[src/rtl/sign_cmp_pipe.sv]
// sign_cmp_pipe: two-stage, valid/ready pipelined magnitude comparator.
//
// The number format is selected per beat and captured with the operands:
//   in_mode 00 unsigned, 01 two's complement, 10 sign-magnitude, 11 same as 01.
// Each operand is normalised to a WIDTH+1-bit two's complement value in stage 1.
// Stage 2 does a signed compare of those values and registers the flags.
// In sign-magnitude, -0 and +0 normalise to the same value.
//
// Ports:
//   clk, rst_n           clock (rising edge), asynchronous active-low reset
//   in_valid / in_ready  operand handshake; in_ready is combinational from out_ready
//   in_a, in_b           operands, WIDTH bits
//   in_mode              format select, MODE_W bits
//   out_valid/out_ready  result handshake
//   out_agtb, out_aeqb,  relation flags for A versus B;
//   out_altb, out_ageb   they are meaningful only while out_valid = 1
//
// Optional build: `define SIGN_CMP_PIPE_MAX_EN adds the running-maximum tracker:
//   max_clr  in   clears the tracker; it wins over an update in the same cycle
//   max_val  out  largest normalised A seen on output transfers (WIDTH+1 bits)
//   max_vld  out  max_val holds at least one beat since reset or the last clear
module sign_cmp_pipe #(
    parameter int unsigned WIDTH  = 8,
    parameter int unsigned MODE_W = 2
) (
    input  logic              clk,
    input  logic              rst_n,
    input  logic              in_valid,
    output logic              in_ready,
    input  logic [WIDTH-1:0]  in_a,
    input  logic [WIDTH-1:0]  in_b,
    input  logic [MODE_W-1:0] in_mode,
`ifdef SIGN_CMP_PIPE_MAX_EN
    input  logic              max_clr,
    output logic [WIDTH:0]    max_val,
    output logic              max_vld,
`endif
    output logic              out_valid,
    input  logic              out_ready,
    output logic              out_agtb,
    output logic              out_aeqb,
    output logic              out_altb,
    output logic              out_ageb
);

    logic           s1_valid_q;
    logic [WIDTH:0] s1_a_q;
    logic [WIDTH:0] s1_b_q;
    logic           s2_valid_q;
    logic           agtb_q;
    logic           aeqb_q;
    logic           altb_q;
    logic           s2_adv;
    logic           s1_adv;
    logic [WIDTH:0] norm_a;
    logic [WIDTH:0] norm_b;
    logic           cmp_gt;
    logic           cmp_eq;

    // Extends an operand to WIDTH+1 bits of two's complement, as selected by mode.
    function automatic logic [WIDTH:0] normalise(input logic [WIDTH-1:0]  x,
                                                 input logic [MODE_W-1:0] mode);
        logic [WIDTH:0] mag;
        logic [WIDTH:0] res;
        mag = {2'b00, x[WIDTH-2:0]};
        res = {x[WIDTH-1], x};
        case (mode)
            2'b00:   res = {1'b0, x};
            // Negating a zero magnitude gives zero, so -0 normalises to +0.
            2'b10:   res = x[WIDTH-1] ? ({(WIDTH + 1){1'b0}} - mag) : mag;
            default: res = {x[WIDTH-1], x};
        endcase
        return res;
    endfunction

    // Stage 2 can take a new beat when it is empty or its beat leaves this cycle.
    // The ready path is combinational from out_ready, so a full pipe still streams.
    always_comb begin
        s2_adv   = !s2_valid_q || out_ready;
        s1_adv   = !s1_valid_q || s2_adv;
        in_ready = s1_adv;
        norm_a   = normalise(in_a, in_mode);
        norm_b   = normalise(in_b, in_mode);
        cmp_gt   = $signed(s1_a_q) > $signed(s1_b_q);
        cmp_eq   = s1_a_q == s1_b_q;
    end

    // Stage 1: normalise and capture a beat on each input transfer.
    always_ff @(posedge clk or negedge rst_n) begin
        if (!rst_n) begin
            s1_valid_q <= 1'b0;
            s1_a_q     <= '0;
            s1_b_q     <= '0;
        end else if (s1_adv) begin
            s1_valid_q <= in_valid;
            if (in_valid) begin
                s1_a_q <= norm_a;
                s1_b_q <= norm_b;
            end
        end
    end

    // Stage 2: register the flags. They change only when a real beat moves in.
    always_ff @(posedge clk or negedge rst_n) begin
        if (!rst_n) begin
            s2_valid_q <= 1'b0;
            agtb_q     <= 1'b0;
            aeqb_q     <= 1'b0;
            altb_q     <= 1'b0;
        end else if (s2_adv) begin
            s2_valid_q <= s1_valid_q;
            if (s1_valid_q) begin
                agtb_q <= cmp_gt;
                aeqb_q <= cmp_eq;
                altb_q <= !cmp_gt && !cmp_eq;
            end
        end
    end

    assign out_valid = s2_valid_q;
    assign out_agtb  = agtb_q;
    assign out_aeqb  = aeqb_q;
    assign out_altb  = altb_q;
    assign out_ageb  = agtb_q | aeqb_q;

`ifdef SIGN_CMP_PIPE_MAX_EN
    logic [WIDTH:0] s2_a_q;
    logic [WIDTH:0] max_val_q;
    logic           max_vld_q;
    logic           out_xfer;

    assign out_xfer = s2_valid_q && out_ready;

    // Stage 2 keeps the normalised A of its beat for the max tracker.
    always_ff @(posedge clk or negedge rst_n) begin
        if (!rst_n) begin
            s2_a_q <= '0;
        end else if (s2_adv && s1_valid_q) begin
            s2_a_q <= s1_a_q;
        end
    end

    always_ff @(posedge clk or negedge rst_n) begin
        if (!rst_n) begin
            max_val_q <= '0;
            max_vld_q <= 1'b0;
        end else if (max_clr) begin
            max_vld_q <= 1'b0;
        end else if (out_xfer) begin
            if (!max_vld_q || ($signed(s2_a_q) > $signed(max_val_q))) begin
                max_val_q <= s2_a_q;
            end
            max_vld_q <= 1'b1;
        end
    end

    assign max_val = max_val_q;
    assign max_vld = max_vld_q;
`endif

endmodule

[config.mk]
export PLATFORM = sky130hd
export DESIGN_NAME = sign_cmp_pipe
export DESIGN_NICKNAME = d
export VERILOG_FILES = /design/src/rtl/sign_cmp_pipe.sv
export SDC_FILE = /design/constraint.sdc
export NUM_CORES = 1
export LEC_CHECK = 0
export CAP_MARGIN = 0
export CORE_AREA = 3 3 73 58
export CTS_CLUSTER_DIAMETER = 30
export DETAILED_ROUTE_END_ITERATION = 6
export DIE_AREA = 0 0 76 61
export PLACE_DENSITY = 0.74
export SKIP_LAST_GASP = 1
export SYNTH_ARGS = -nofsm -noshare
export SYNTH_HDL_FRONTEND = slang
export SYNTH_SLANG_ARGS = --single-unit
[constraint.sdc]
create_clock -name clk -period 2.2 [get_ports clk]
set_input_delay 0.55 -clock clk [delete_from_list [all_inputs] [get_ports clk]]
set_output_delay 0.55 -clock clk [all_outputs]
set_load 0.05 [all_outputs]
==> results.py, run 1 <==
metrics = {
    "run_status": {
        "status": "completed",
    },
    "layout": {
        "multi_input_area_um2": 785,
        "seq_area_um2": 576,
        "fill_cells": 344,
        "synthToLayoutAreaGrowth_pct": 28.2,
        "stdcell_area_um2": 1830,
        "drive_gt1_share_pct": 8.95,
        "final-instance-count-excl-fill": 242,
        "final_nets": 224,
        "diodes": 0,
    },
    "power": {
        "clkPwrFrac_pct": 19.9,
        "internal_power_mw": 0.831,
        "p_per_area_nw_per_um2": 703,
        "leakagePower_nw": 0.824,
        "p_seq_share_pct": 41.6,
        "p_sw_share_pct": 35.5,
        "comb_power_share_pct": 38.5,
        "power_mw": 1.29,
        "vdd_drop_max_uv": 421,
        "switchingPower_mw": 0.456,
    },
    "global_routing": {
        "use_met1_pct": 18.3,
        "grtUsageMet3_pct": 4.45,
        "grt_pass1_vias": 1073,
        "antenna_found_initial": 0,
        "grt_usage_pct": 13.4,
        "grt_max_degree": 35,
        "busiest_layer": "met2",
        "grt_first_pass_wirelength_um": 4890,
        "met2_usage_pct": 21.0,
        "grt_overflow_total": 0,
    },
    "yosys": {
        "netlist_instances": 160,
        "synth_edf_count": 0,
        "synth-seq-cells": 23,
        "synth_seq_area_share_pct": 40.3,
        "synthDistinctLibCells": 30,
        "syn_area_per_cell_um2": 8.92,
        "syn_area_um2": 1430,
        "async_flop_share_pct": 100,
        "synth_top_flop_cell": "dfrtp_1",
        "synth_top_area_share_pct": 40.3,
        "ys_warn_count": 0,
        "yosys-top-cells-area": "dfrtp_1, ha_1, nand2_1",
        "syn-num-nets": 193,
        "synth_area_leader_cell": "dfrtp_1",
    },
    "place": {
        "io_buffer_count": 27,
        "placed_cells": 238,
        "gp_congestion": 0.836,
        "place_area_um2": 1790,
        "dp_hpwl_um": 2290,
    },
    "floorplanning": {
        "start_util_pct": 39.8,
        "num_rows": 19,
        "die_w_um": 76,
        "pin_count": 28,
        "dieArea_um2": 4640,
        "die_height_um": 61,
        "coreArea_um2": 3590,
    },
    "cts": {
        "clkTransAtPathRegs_ps": 80,
        "cts_tree": "done",
        "cts_max_path_buffers": 2,
        "cts_root_buf": "clkbuf_8",
        "cts_hold_buf": 0,
        "htreeDepth": 1,
        "worstSkewPairLatency_ps": 260,
        "cts.sinks": 23,
        "numCtsBuffers": 3,
    },
    "sta": {
        "finalMaxSlewViolations": 0,
        "worst_pin_slew_ps": 501,
        "fmax_mhz": 497,
        "relSlewSlack_pct": 66.5,
        "period_needed_ps": 2010,
        "finalHoldViolCount": 0,
        "min_period_over_period_pct": 91.4,
        "rsz0062_at_grt": "false",
        "setup_viol": 0,
        "skew_ps": 2.13,
        "fin_setup_tns_ps": 0,
    },
    "critical_path": {
        "cp_data_required_time_ps": 1650,
        "cp-end-kind": "output pin",
        "path_max_fanout": 5,
        "reg2reg_depth": 5,
        "critical_path_class": "in2out",
        "r2r_end": "out_agtb",
        "cp.arrival_ps": 1460,
        "reg2reg_slack_ps": 510,
        "cp-start-kind": "primary input",
        "worstReg2RegStart": "s1_a_q[6]",
    },
    "route": {
        "dr.pass1.iters": 4,
        "drt_wl_total_um": 2790,
        "viasPerCell": 4.74,
        "drtIter0Drc": 43,
        "post-route-drc-count": 0,
        "num_vias": 1146,
        "ant_nets": 0,
        "wl_per_cell_um": 11.5,
    },
    "hold_path": {
        "holdPathStages": 2,
        "hp-start": "s1_b_q[7]",
        "min_path_type": "reg2reg",
        "hold_path_end": "s1_b_q[7]",
    },
    "run": {
        "maxCapViolations": 0,
    },
}
[through the flow]
step                utilization [%]  hold WS, ps  setup slack (ps)
finish                         51.0          485               188
global route                   51.0          527               144
CTS                            51.0          490               182
detailed placement             49.7          471               184
global placement               49.7          464               199
floorplan                         -          254               215
[worst max-delay path, stage by stage]
cell and delay (ps):
clkdlybuf4s50_1 400, nand3b_1 280, buf_12 220
[cells in the mapped netlist, drive strengths merged, types with 2 or more instances]
cell,instances
inv,14
o211ai,2
o21a,2
ha,11
nand2,24
a31oi,2
nand2b,4
and4,2
a21oi,8
nand3b,3
xnor2,10
mux2i,2
nand3,6
nor2,10
nor3,4
o21ai,22
buf,3
dfrtp,23
[power groups by stage]
stage               logic, mW  clock network [mW]  registers (mW)
floorplan               0.276                   0           0.597
global placement        0.496                   0           0.540
detailed placement      0.507                   0           0.544
CTS                     0.503               0.267           0.537
global route            0.553               0.287           0.546
finish                  0.496               0.256           0.535
[layout make-up]
cell class | count | area share (%)
multi-input combinational | 120 | 42.9
sequential | 23 | 31.4
timing repair buffer | 29 | 16.7
tap | 52 | 3.55
inverter | 14 | 2.87
clock buffer | 3 | 2.26
clock inverter | 1 | 0.273
[flip-flops by register name, indices dropped and copies added, names as in the netlist]
signal	flops
out_altb	1
out_agtb	1
s1_b_q	9
out_valid	1
s1_a_q	9
out_aeqb	1
s1_valid_q	1
[worst max path at each step]
stage	startpoint	to	slack, ps	depth (start not counted)
after detailed placement	out_ready	in_ready	180	3
after CTS	out_ready	in_ready	180	3
after global routing	out_ready	in_ready	140	3
after global placement	out_ready	in_ready	200	3
final	out_ready	in_ready	190	3
after floorplan	out_valid	s1_a_q[7]	220	4
[cells in the final DEF (no fill, tap or decap), types with 2 or more instances in the layout]
| cell type | instances |
|---|---|
| nand2b_1 | 4 |
| o21a_1 | 2 |
| nand2_1 | 24 |
| buf_12 | 2 |
| nor2_1 | 10 |
| o21ai_1 | 15 |
| o21ai_0 | 6 |
| clkbuf_8 | 3 |
| nand3b_2 | 2 |
| a31oi_1 | 2 |
| inv_1 | 14 |
| nor3_1 | 4 |
| a21oi_1 | 8 |
| and4_4 | 2 |
| mux2i_1 | 2 |
| dfrtp_1 | 23 |
| nand3_1 | 6 |
| clkdlybuf4s50_1 | 25 |
| xnor2_1 | 10 |
| ha_1 | 11 |
[per-layer routing]
layer | routed length (um) | part of all wire [%]
met3 | 193 | 6.9
met1 | 1440 | 52
met2 | 1130 | 40
met4 | 25 | 0.90
met5 | 0 | 0
[timing repair]
item / 4_1_cts / 5_1_grt
resized for setup: 1 / 0
endpoints found under the setup margin: 1 / 0
buffers inserted: 0 / 0
endpoints found under the hold margin: 0 / 0
[cells by family (layout without fill, tap and decap cells)]
logic type / after synthesis / in the layout / synth area share (%)
mux: 2 / 2 / 1.40
xor+xnor: 10 / 10 / 6.13
compound gates: 41 / 41 / 18.1
flops: 23 / 23 / 40.3
simple gates: 56 / 56 / 19.6
fa+ha+maj: 11 / 11 / 9.64
buf+inv: 17 / 47 / 4.73
Power figures use the tool's default switching activity.
==> inputs of run 2 (changes only) <==
--- a/config.mk
+++ b/config.mk
@@ -10,6 +10,7 @@
 export CTS_CLUSTER_DIAMETER = 30
 export DETAILED_ROUTE_END_ITERATION = 6
 export DIE_AREA = 0 0 76 61
+export GPL_TIMING_DRIVEN = 0
 export PLACE_DENSITY = 0.74
 export SKIP_LAST_GASP = 1
 export SYNTH_ARGS = -nofsm -noshare
==> run 2 against run 1 <==
- clock-buffer cell count did not move
- core utilization fell by 0.70 points
- combinational power fell by 2%
- final cell count rose by 0.41%
- critical path type unchanged
- setup slack got worse by 46 ps
- clock power rose by 6%
- global-route usage rose by 0.76 points
- maximum frequency fell by 2.2%
- design area fell by 1.4%
- die area did not move
- hold slack improved by 12 ps
- clock skew fell by 0.55 ps
==> results.py, run 2 (synthesis results as in run 1) <==
metrics = {
    "run_status": {
        "status": "completed",
    },
    "place": {
        "preCtsSetupSlack_ps": -391,
        "gp_congestion": 0.788,
        "dp_hpwl_um": 2290,
        "io_buffer_count": 27,
    },
    "global_routing": {
        "grt_usage_pct": 14.2,
        "grt_first_pass_wirelength_um": 5150,
        "antenna_found_initial": 0,
        "grt_pass1_vias": 1130,
        "grt_max_degree": 24,
        "grt_overflow_total": 0,
    },
    "floorplanning": {
        "coreArea_um2": 3590,
        "num_rows": 19,
        "start_util_pct": 39.8,
        "dieArea_um2": 4640,
        "die_height_um": 61,
        "pin_count": 28,
        "die_w_um": 76,
    },
    "route": {
        "post-route-drc-count": 0,
        "num_vias": 1172,
        "highest_layer": "met4",
        "drt_wl_total_um": 2870,
        "met1_length_um": 1540,
        "met3_length_um": 175,
        "viasPerCell": 4.82,
        "dr.pass1.iters": 4,
        "drtIter0Drc": 50,
        "ant_nets": 0,
        "wl_met2_um": 1120,
        "wl_per_cell_um": 11.8,
    },
    "sta": {
        "finalMaxSlewViolations": 0,
        "min_period_over_period_pct": 93.5,
        "finalHoldViolCount": 0,
        "skew_ps": 1.58,
        "relSlewSlack_pct": 30.8,
        "rsz0062_at_grt": "false",
        "worst_pin_slew_ps": 1030,
        "period_needed_ps": 2060,
        "fmax_mhz": 486,
        "setup_slack_ps": 143,
        "setup_viol": 0,
    },
    "cts": {
        "cts.sinks": 23,
        "cts_hold_buf": 0,
        "clkTransAtPathRegs_ps": 80,
        "cts_root_buf": "clkbuf_8",
        "numCtsBuffers": 3,
        "cts_tree": "done",
        "cts_max_path_buffers": 2,
        "postCtsSetupRepairBufs": 0,
        "htreeDepth": 1,
        "worstSkewPairLatency_ps": 270,
        "cts.repair.resized": 4,
    },
    "critical_path": {
        "worstReg2RegStart": "s1_a_q[6]",
        "reg2reg_depth": 5,
        "cp-end-kind": "output pin",
        "reg2reg_slack_ps": 490,
        "path_max_fanout": 5,
        "cp.arrival_ps": 1510,
        "cp_data_required_time_ps": 1650,
        "cp-start-kind": "primary input",
        "critical_path_class": "in2out",
        "r2r_end": "out_agtb",
    },
    "layout": {
        "fill_cells": 355,
        "final_cell_mix": "clkdlybuf4s50_1, nand2_1, dfrtp_1",
        "final_nets": 225,
        "reg_top3": "s1_a_q: 9 flops, s1_b_q: 9 flops",
        "fin_util_pct": 50.3,
        "final_common_cell": "clkdlybuf4s50_1",
        "diodes": 0,
        "drive_gt1_share_pct": 9.42,
        "synthToLayoutAreaGrowth_pct": 26.5,
    },
    "hold_path": {
        "min_path_type": "reg2reg",
        "hp-start": "s1_b_q[4]",
        "hold_path_end": "s1_b_q[4]",
        "holdPathStages": 2,
    },
    "power": {
        "vdd_drop_max_uv": 353,
        "p_per_area_nw_per_um2": 716,
        "leakagePower_nw": 0.810,
    },
    "run": {
        "maxCapViolations": 0,
    },
}
-- run 2: routing by layer --
layer / vias to the layer above / global-route usage (%)
li1: 612 / -
met1: 520 / 20.1
met2: 33 / 21.0
met3: 7 / 4.45
met4: 0 / 3.88
met5: - / 0
-- run 2: worst max path at each step --
stage,cells after the start,start,slack (ps),end
finish,3,out_ready,140,in_ready
global route,3,out_ready,90,in_ready
CTS,3,out_ready,40,in_ready
detailed placement,3,out_ready,-390,in_ready
global placement,3,out_ready,-400,in_ready
floorplan,4,out_valid,220,s1_a_q[7]
-- run 2: layout make-up --
type | count | area [um^2] | area share (%)
Tap cell | 52 | 65.1 | 3.60
Sequential cell | 23 | 576 | 31.9
Clock inverter | 1 | 7.51 | 0.416
Timing Repair Buffer | 27 | 264 | 14.6
Buffer | 3 | 15.0 | 0.832
Multi-Input combinational cell | 120 | 785 | 43.5
Inverter | 14 | 52.6 | 2.91
Clock buffer | 3 | 41.3 | 2.29
-- run 2: power breakdown --
| group | internal [mW] | total (mW) | switching, mW |
|---|---|---|---|
| Sequential | 0.491 | 0.534 | 0.0428 |
| Combinational | 0.205 | 0.488 | 0.282 |
| Clock | 0.128 | 0.271 | 0.143 |
-- run 2: stage by stage --
step	hold WS, ps	cell area [um^2]	cells	power [mW]	setup TNS (ps)
floorplan	254	1430	160	0.873	0
global placement	468	1760	239	1.03	-401
detailed placement	481	1760	239	1.04	-391
CTS	504	1810	243	1.31	0
global route	531	1810	243	1.39	0
finish	497	1810	243	1.29	0
-- run 2: worst max-delay path, stage by stage --
cell and delay, ps:
clkdlybuf4s50_1 460, nand3b_1 190, buf_2 300
==> inputs of run 3 (changes only) <==
--- a/config.mk
+++ b/config.mk
@@ -6,10 +6,11 @@
 export NUM_CORES = 1
 export LEC_CHECK = 0
 export CAP_MARGIN = 0
-export CORE_AREA = 3 3 73 58
+export CORE_AREA = 3 3 76 56
+export CTS_BUF_LIST = sky130_fd_sc_hd__clkbuf_4 sky130_fd_sc_hd__clkbuf_8 sky130_fd_sc_hd__clkbuf_16
 export CTS_CLUSTER_DIAMETER = 30
 export DETAILED_ROUTE_END_ITERATION = 6
-export DIE_AREA = 0 0 76 61
+export DIE_AREA = 0 0 79 59
 export GPL_TIMING_DRIVEN = 0
 export PLACE_DENSITY = 0.74
 export SKIP_LAST_GASP = 1
==> constraint.sdc (replaced) <==
create_clock -name clk -period 2.2 [get_ports clk]
set_input_delay 0.55 -clock clk [delete_from_list [all_inputs] [get_ports clk]]
set_output_delay 0.55 -clock clk [all_outputs]
set_load 0.1 [all_outputs]
==> run 3 against run 2 <==
- power increased by 7.4%
- final cell count is 0.82% lower
- sequential cell count stayed put
- die area is 0.54% higher
- critical path depth unchanged
- sequential power barely moved
==> results.py, run 3 (synthesis results as in run 1) <==
metrics = {
    "floorplanning": {
        "pin_count": 28,
        "num_rows": 18,
        "coreArea_um2": 3560,
        "die_w_um": 79,
        "die_height_um": 59,
        "dieArea_um2": 4660,
        "start_util_pct": 40.1,
    },
    "place": {
        "io_buffer_count": 27,
        "dp_hpwl_um": 2310,
        "placed_cells": 237,
        "preCtsSetupSlack_ps": -754,
        "gp_congestion": 0.828,
    },
    "power": {
        "switchingPower_mw": 0.572,
        "internal_power_mw": 0.816,
        "clkPwrFrac_pct": 19.4,
        "p_per_area_nw_per_um2": 765,
        "leakagePower_nw": 0.820,
        "vdd_drop_max_uv": 324,
        "power_mw": 1.39,
        "comb_power_share_pct": 42.2,
        "p_seq_share_pct": 38.4,
        "p_sw_share_pct": 41.2,
    },
    "global_routing": {
        "grt_pass1_vias": 1137,
        "grt_usage_pct": 14.2,
        "antenna_found_initial": 0,
        "grt_overflow_total": 0,
        "grt_first_pass_wirelength_um": 5180,
        "grt_max_degree": 24,
    },
    "run": {
        "maxCapViolations": 0,
    },
    "layout": {
        "synthToLayoutAreaGrowth_pct": 27.1,
        "fin_util_pct": 51.0,
        "seq_area_um2": 579,
        "reg_top3": "s1_a_q: 9 flops, s1_b_q: 9 flops",
        "final_common_cell": "nand2_1",
        "final_nets": 225,
        "final-instance-count-excl-fill": 241,
        "multi_input_area_um2": 787,
        "diodes": 0,
        "fill_cells": 368,
        "final_cell_mix": "nand2_1, dfrtp_1, clkdlybuf4s50_1",
        "drive_gt1_share_pct": 10.5,
    },
    "route": {
        "dr.pass1.iters": 5,
        "highest_layer": "met4",
        "drt_wl_total_um": 2940,
        "ant_nets": 0,
        "met1_length_um": 1550,
        "post-route-drc-count": 0,
        "wl_per_cell_um": 12.2,
        "met3_length_um": 210,
        "viasPerCell": 4.98,
        "drtIter0Drc": 54,
        "wl_met2_um": 1150,
        "num_vias": 1199,
    },
    "critical_path": {
        "worstReg2RegStart": "s1_a_q[6]",
        "cp-start-kind": "primary input",
        "reg2reg_slack_ps": 520,
        "critical_path_class": "in2out",
        "cp-end-kind": "output pin",
        "cp_data_required_time_ps": 1650,
        "critPathLaunch": "out_ready",
        "cp.arrival_ps": 1580,
        "path_max_fanout": 5,
    },
    "sta": {
        "finalMaxSlewViolations": 0,
        "relSlewSlack_pct": 32.3,
        "min_period_over_period_pct": 96.7,
        "setup_slack_ps": 72.7,
        "fin_hold_ws_ps": 483,
        "period_needed_ps": 2130,
        "fmax_mhz": 470,
        "worst_pin_slew_ps": 1010,
        "rsz0062_at_grt": "false",
        "skew_ps": 3.24,
        "finalHoldViolCount": 0,
        "setup_viol": 0,
    },
    "cts": {
        "cts_max_path_buffers": 2,
        "postCtsSetupRepairBufs": 0,
        "numCtsBuffers": 3,
        "cts.sinks": 23,
        "cts_tree": "done",
        "clkTransAtPathRegs_ps": 80,
        "htreeDepth": 1,
        "worstSkewPairLatency_ps": 270,
        "cts_root_buf": "clkbuf_8",
    },
    "hold_path": {
        "hp-start": "out_altb",
        "min_path_type": "reg2reg",
    },
    "run_status": {
        "status": "completed",
    },
}
[run 3: cell count changes in the layout (fill, tap and decap cells not counted)]
| cell | delta |
|---|---|
| buf_4 | +4 |
| nand2_1 | -1 |
| clkdlybuf4s50_1 | -4 |
| dlygate4sd2_1 | +4 |
| nand2_2 | +1 |
| dfrtp_4 | +1 |
| dfrtp_1 | -1 |
| buf_2 | -4 |
[run 3: per-stage QoR]
step	setup TNS, ps	cell area, um^2
after floorplan	-1090	1440
after global placement	-768	1770
after detailed placement	-754	1770
after CTS	-182	1820
after global routing	0	1810
final	0	1810
[run 3: per-layer routing]
| layer | GRT usage (%) | up-vias |
|---|---|---|
| met2 | 20.5 | 39 |
| li1 | - | 615 |
| met3 | 3.80 | 4 |
| met4 | 3.68 | 0 |
| met1 | 21.0 | 541 |
| met5 | 0 | - |
[run 3: critical path: stages]
cell and delay (ps):
clkdlybuf4s50_1 460, nand3b_1 220, buf_4 340
[run 3: timing repair]
item                       4_1_cts  5_1_grt
resized for setup                8        4
setup endpoints to repair        6        1
hold buffers                     0        0
gates cloned                     0        0
[run 3: path summary, 6_finish.rpt]
path,cells after the start,to
max in group asynchronous,1,out_valid
worst min-delay path,2,out_altb
worst max-delay path,3,in_ready
worst max register to register,5,out_agtb
worst min register to register,2,out_altb
min in group asynchronous,1,s1_b_q[0]
[run 3: area by class of cell]
cell class                      count  area share, %
Clock inverter                      1          0.414
Timing Repair Buffer               27           14.4
Clock buffer                        3           2.28
Inverter                           14           2.90
Tap cell                           50           3.45
Multi-Input combinational cell    120           43.4
Buffer                              3           1.24
Sequential cell                    23           31.9
[run 3: power by group through the flow]
stage               Combinational (mW)  Clock (mW)  Sequential (mW)
floorplan                        0.308           0            0.670
detailed placement               0.606           0            0.542
global placement                 0.596           0            0.541
CTS                              0.591       0.282            0.533
finish                           0.586       0.270            0.533
global route                     0.645       0.304            0.543
==> edit 1 (config.mk and constraints of run 1) <==
Set the parameter `MODE_W` to 4 (it was 2).
--- a/src/rtl/sign_cmp_pipe.sv
+++ b/src/rtl/sign_cmp_pipe.sv
@@ -22,5 +22,5 @@
 module sign_cmp_pipe #(
     parameter int unsigned WIDTH  = 8,
-    parameter int unsigned MODE_W = 2
+    parameter int unsigned MODE_W = 4
 ) (
     input  logic              clk,
Interface: changed (resized in_mode); port bits go from 28 to 30. The function was not compared with the original's and may differ.
==> edit 1 against run 1 <==
Worst hold slack improved by 0.0048 ns; utilization increased by 1.9 points; area after synthesis up 0.26%; sequential cell count did not move; setup slack worse by 0.12 ns; design area rose by 3.8%; power is 4.7% lower; routed wire length increased by 6.4%; synthesized cell count fell by 0.63%; clock skew rose by 0.0042 ns; die area unchanged; largest cell class unchanged; largest power group unchanged; highest routed layer unchanged.
==> edit 1: results (changes against run 1) <==
| Metric | Value |
|---|---|
| Status | `completed` |
| Worst hold path class | `reg -> reg` |
| # diodes | `0 (unchanged)` |
| Routed WL per cell | `12.1 µm (+4.7%)` |
| Clock skew | `0.00631 ns (+0.00417 ns)` |
| Leak pwr | `0.819 nW (-0.65%)` |
| Hold depth | `2 (unchanged)` |
| Largest regs | `s1_a_q x9, s1_b_q x9` |
| Slew Limit Fails | `0 (unchanged)` |
| Slowest stage cell, crit path | `or4_1` |
| Hold_sp | `s1_a_q[2]` |
| Largest net degree at the start of global routing | `24 (-31%)` |
| Vias in the first global route | `1,132 (+5.5%)` |
| Max VDD drop | `0.314 mV (-25%)` |
| Netlist cell types | `33 (+10%)` |
| Worst reg-to-reg path cell count | `5 (unchanged)` |
| Num CTS Buffers | `3 (unchanged)` |
| Synth area leaders | `dfrtp_1 (40%), ha_1 (9.6%), o21ai_0 (6.3%), nand2_1 (6.3%), xor2_1 (6.1%)` |
| First-pass DRT Iterations | `4 (unchanged)` |
| Critical R2R Capture | `out_agtb` |
| DP Cell Count | `242 (+1.7%)` |
| Async S/R FF share, synth | `100% (unchanged)` |
| Pre-CTS WS | `-0.302 ns (-0.486 ns)` |
| CTS Buffer Depth | `2 (unchanged)` |
| Gr usage total | `13.5% (+0.14 points)` |
| Launch point of the worst reg-to-reg path | `s1_a_q[8]` |
| Vias | `1,215 (+6.0%)` |
| Crit-path max cell delay | `0.54 ns (+0.14 ns)` |
| Register area share after synthesis | `40.2% (-0.11 points)` |
| Detailed Place HPWL | `2420 µm (+5.7%)` |
| Post-CTS Setup Inserts | `0 (unchanged)` |
| Synthesized instance count | `159 (-0.63%)` |
| Placer congestion estimate | `0.765 (-8.5%)` |
| Clock-pin slew on the worst setup and hold paths | `0.08 ns (about the same)` |
| Clock Latency Late Sink | `0.26 ns (about the same)` |
| Syn Nets | `194 (+0.52%)` |
| Share of cells above drive strength 1 | `10.8% (+1.9 points)` |
| Slew @ Worst Pin | `0.490 ns (-0.0108 ns)` |
| First-pass GRT wire length | `5000 µm (+2.2%)` |
| Cell family with most CP delay | `simple AND/OR/NAND/NOR gates` |
| Worst R2R Setup Slack | `0.40 ns (-0.11 ns)` |
| Nets@finish | `230 (+2.7%)` |
| Hold EP | `s1_a_q[2]` |
| Initial DRC count | `49 (+14%)` |
| Vias/cell | `4.94 (+4.3%)` |
| Synthesis Warnings | `0 (unchanged)` |
| IO Port Bufs | `29 (+7.4%)` |
| Most common library cells after synthesis | `nand2_1 (24), dfrtp_1 (23), o21ai_0 (18)` |
| Max FO, Critical Path | `3 (-2)` |
## edit 1: cell types whose count changed after synthesis, sizes merged, moves of 3 or more
cell    before  now
o211ai       2    5
clkbuf       0    5
xor2         0   10
o21ai       22   19
nor2        10    0
o311ai       0    4
nor3         4    1
or4          0    4
xnor2       10    0
## edit 1: logic make-up (layout without fill, tap and decap cells)
kind of cell               count (synthesis)  after routing  synth area share, %
AOI/OAI and AO/OA                         45             45                 19.5
xor gates and xnor gates                  10             10                 6.12
adders and majority gates                 11             11                 9.62
buffers and inverters                     21             56                 5.68
DFF                                       23             23                 40.2
and+or+nand+nor                           49             49                 18.9
## edit 1: repair_timing
| action | CTS | global route |
|---|---|---|
| gates resized for setup | 2 | 7 |
| pin swaps | 0 | 2 |
| endpoints found under the hold margin | 0 | 0 |
| endpoints found under the setup margin | 2 | 5 |
## edit 1: area by class of cell
type	instances	area, µm²
Fill cell	351	1690
Sequential cell	23	576
Clock buffer	4	45.0
Tap cell	52	65.1
Timing Repair Buffer	38	369
Inverter	14	52.6
Multi-Input combinational cell	115	792
## edit 1: tightest hold or removal path: cells and delay by family, from the launching register on
family / cells / cell delay, ns
compound gates: 1 / 0.06
flops: 1 / 0.35
simple gates: 1 / 0.05
## edit 1: worst max-delay path by stage
stage               slack, ns        end  startpoint  depth (start not counted)
detailed placement      -0.30  s1_b_q[6]     in_b[0]                          7
global route             0.01  s1_b_q[7]     in_b[1]                          5
finish                   0.06  s1_b_q[7]     in_b[1]                          5
CTS                      0.02  s1_a_q[6]     in_a[1]                          7
global placement        -0.29  s1_b_q[6]     in_b[0]                          7
floorplan                0.03  s1_b_q[0]   out_valid                          5
## edit 1: routing by layer
metal / vias to the layer above / global-route usage (%) / wire (µm)
li1: 638 / - / -
met1: 543 / 19.1 / 1590
met2: 32 / 21.6 / 1240
met3: 2 / 2.52 / 122
met4: 0 / 3.88 / 24
met5: - / 0 / 0
## edit 1: stage by stage
stage	hold WS (ns)	utilization [%]	instance area (µm²)
2_1_floorplan	0.254	-	1430
3_5_place_dp	0.477	51.1	1840
5_1_grt	0.514	52.9	1900
3_3_place_gp	0.467	51.1	1840
6_report	0.490	52.9	1900
4_1_cts	0.496	52.4	1880
## edit 1: where the power goes
group	internal [W]	switching (W)	total [W]
registers	0.000488	0.0000369	0.000525
logic	0.000186	0.000255	0.000441
clock network	0.000129	0.000131	0.000260
total	0.000803	0.000423	0.00123
==> edit 2 (settings of run 1) <==
Made on the original files. Add an input register stage for `in_mode`, with the module's reset; this delays it by one clock. The other inputs are not delayed to match.
--- a/src/rtl/sign_cmp_pipe.sv
+++ b/src/rtl/sign_cmp_pipe.sv
@@ -44,4 +44,14 @@
 );
 
+    logic [MODE_W-1:0] in_mode_q;
+
+    always_ff @(posedge clk or negedge rst_n) begin
+        if (!rst_n) begin
+            in_mode_q <= '0;
+        end else begin
+            in_mode_q <= in_mode;
+        end
+    end
+
     logic           s1_valid_q;
     logic [WIDTH:0] s1_a_q;
@@ -80,6 +90,6 @@
         s1_adv   = !s1_valid_q || s2_adv;
         in_ready = s1_adv;
-        norm_a   = normalise(in_a, in_mode);
-        norm_b   = normalise(in_b, in_mode);
+        norm_a   = normalise(in_a, in_mode_q);
+        norm_b   = normalise(in_b, in_mode_q);
         cmp_gt   = $signed(s1_a_q) > $signed(s1_b_q);
         cmp_eq   = s1_a_q == s1_b_q;
Behaviour: not the same (a bounded check fails within 4 cycles, from zero or initial values and one cycle with rst_n low).
==> edit 2 against run 1 <==
Count of clock-buffer cells in the layout increased by 1; clock skew is 0.0031 ns higher; routed wire length rose by 6.3%; power rose by 5.2%; synthesized cell count increased by 1.3%; via count is 3.6% higher; design area rose by 3.6%; sequential cell count is 2 higher; area after synthesis grew 4.7%; clock power grew 7%; setup slack lost 0.047 ns; utilization rose by 1.8 points; critical path type unchanged.
==> edit 2: results (changes against run 1) <==
| Metric | Value |
|---|---|
| Post-Route M1 WL | `1460 µm (+1.1%)` |
| Placer congestion estimate | `0.767 (-8.3%)` |
| Slew @ Worst Pin | `0.490 ns (-0.0104 ns)` |
| Max VDD drop | `0.317 mV (-25%)` |
| DR WL met3 | `124 µm (-36%)` |
| H-tree levels | `1 (unchanged)` |
| Initial antenna violation count | `0 (unchanged)` |
| CTS Buffer Depth | `2 (unchanged)` |
| Async S/R FF share, synth | `100% (unchanged)` |
| Synth area leaders | `dfrtp_1 (42%), ha_1 (9.2%), nand2_1 (6.0%), xnor2_1 (5.9%), o21ai_1 (5.0%)` |
| Adder-Cell Fraction of Synth Area | `9.21% (-0.44 points)` |
| Nets@finish | `226 (+0.89%)` |
| Vias in the first global route | `1,147 (+6.9%)` |
| Routed wire length | `2970 µm (+6.3%)` |
| Multiplexer share of the synthesized area | `1.34% (-0.063 points)` |
| Clock skew | `0.00520 ns (+0.00307 ns)` |
| Top layer in use | `met4` |
| Detailed Place HPWL | `2400 µm (+4.8%)` |
| WP data arrival | `1.51 ns (+0.05 ns)` |
| Status | `completed` |
| First-pass GRT wire length | `5200 µm (+6.3%)` |
| Gr usage total | `14.2% (+0.81 points)` |
| M3 GR Usage | `3.56% (-0.89 points)` |
| Routed WL per cell | `12.2 µm (+5.4%)` |
| Routed wl met2 | `1370 µm (+21%)` |
| Net Sw Power | `0.000478 W (+4.8%)` |
| Clock Latency Late Sink | `0.27 ns` |
| Crit-path max cell delay | `0.41 ns` |
| Largest regs | `s1_a_q x9, s1_b_q x9, in_mode_q x2` |
| Clock root buffer | `clkbuf_8` |
| Register area share after synthesis | `41.8% (+1.5 points)` |
| # diodes | `0 (unchanged)` |
| Max FO, Critical Path | `5 (unchanged)` |
| Initial DRC count | `51 (+19%)` |
| Vias | `1,187 (+3.6%)` |
| Share of cells above drive strength 1 | `8.33% (-0.61 points)` |
| Clock-pin slew on the worst setup and hold paths | `0.08 ns (about the same)` |
| Met1 usage | `17.4% (-0.94 points)` |
| Fillcell total | `349 (+1.5%)` |
| Synth Area in XOR/XNOR | `5.86% (-0.28 points)` |
| Slowest stage cell, crit path | `clkdlybuf4s50_1` |
| Most common library cells after synthesis | `dfrtp_1 (25), nand2_1 (24), o21ai_1 (15)` |
| Syn Nets | `195 (+1.0%)` |
| Post-CTS Setup Inserts | `0 (unchanged)` |
| Leak pwr | `0.863 nW (+4.7%)` |
| Synthesized instance count | `162 (+1.3%)` |
| GRT met2 Usage | `26.5% (+5.6 points)` |
| Netlist cell types | `30 (unchanged)` |
| Cell family with most CP delay | `buffers and inverters` |
| DP Cell Count | `240 (+0.84%)` |
| Synthesis Warnings | `0 (unchanged)` |
| Post-CTS sizing | `1 (unchanged)` |
| First-pass DRT Iterations | `4 (unchanged)` |
| Number of remaining DRC errors | `0 (unchanged)` |
| Pre-CTS WS | `0.155 ns (-0.0284 ns)` |
| Worst hold path class | `reg -> reg` |
| Compound-Gate Fraction of Synth Area | `17.3% (-0.82 points)` |
| Num CTS Buffers | `3 (unchanged)` |
edit 2: cell count changes after synthesis:
cell / change
nand3b_4: +2
nand3b_2: -2
dfrtp_1: +2
edit 2: power groups by stage:
stage	Combinational (W)	Clock [W]	Sequential, W
CTS	0.000509	0.000282	0.000576
floorplan	0.000277	0	0.000639
detailed placement	0.000510	0	0.000585
global placement	0.000499	0	0.000580
finish	0.000506	0.000274	0.000575
global route	0.000563	0.000299	0.000586
edit 2: path summary, 6_finish.rpt:
kind / startpoint / endpoint / slack, ns / cells past startpoint
max: out_ready / in_ready / 0.14 / 3
min: s1_b_q[1] / s1_b_q[1] / 0.48 / 2
max reg2reg: s1_a_q[6] / out_agtb / 0.47 / 5
min reg2reg: s1_b_q[1] / s1_b_q[1] / 0.48 / 2
max in group asynchronous: rst_n / s1_b_q[5] / 1.31 / 2
min in group asynchronous: rst_n / s1_a_q[3] / 0.64 / 2
edit 2: per-stage QoR:
step	cell area, µm²	hold WS, ns
detailed placement	1850	0.471
CTS	1900	0.490
floorplan	1500	0.254
global placement	1850	0.463
global route	1900	0.507
finish	1900	0.484
edit 2: cell families after synthesis:
group / count (synthesis)
flops: 25
simple gates: 56
buf+inv: 17
xor+xnor: 10
compound gates: 41
fa+ha+maj: 11
mux: 2
edit 2: area by class of cell:
class                           instances  area share [%]
Sequential cell                        25            33.0
Inverter                               14            2.77
Multi-Input combinational cell        120            42.3
Tap cell                               52            3.43
Clock buffer                            4            2.37
Timing Repair Buffer                   29            16.2
edit 2: worst reg2reg max path, delay by kind of cell, from the launching register on:
kind                     cells  cell delay [ns]
flip-flops                   1             0.40
AO/OA/AOI/OAI                2             0.47
AND/OR/NAND/NOR              2             0.41
adder cells (fa/ha/maj)      1             0.32
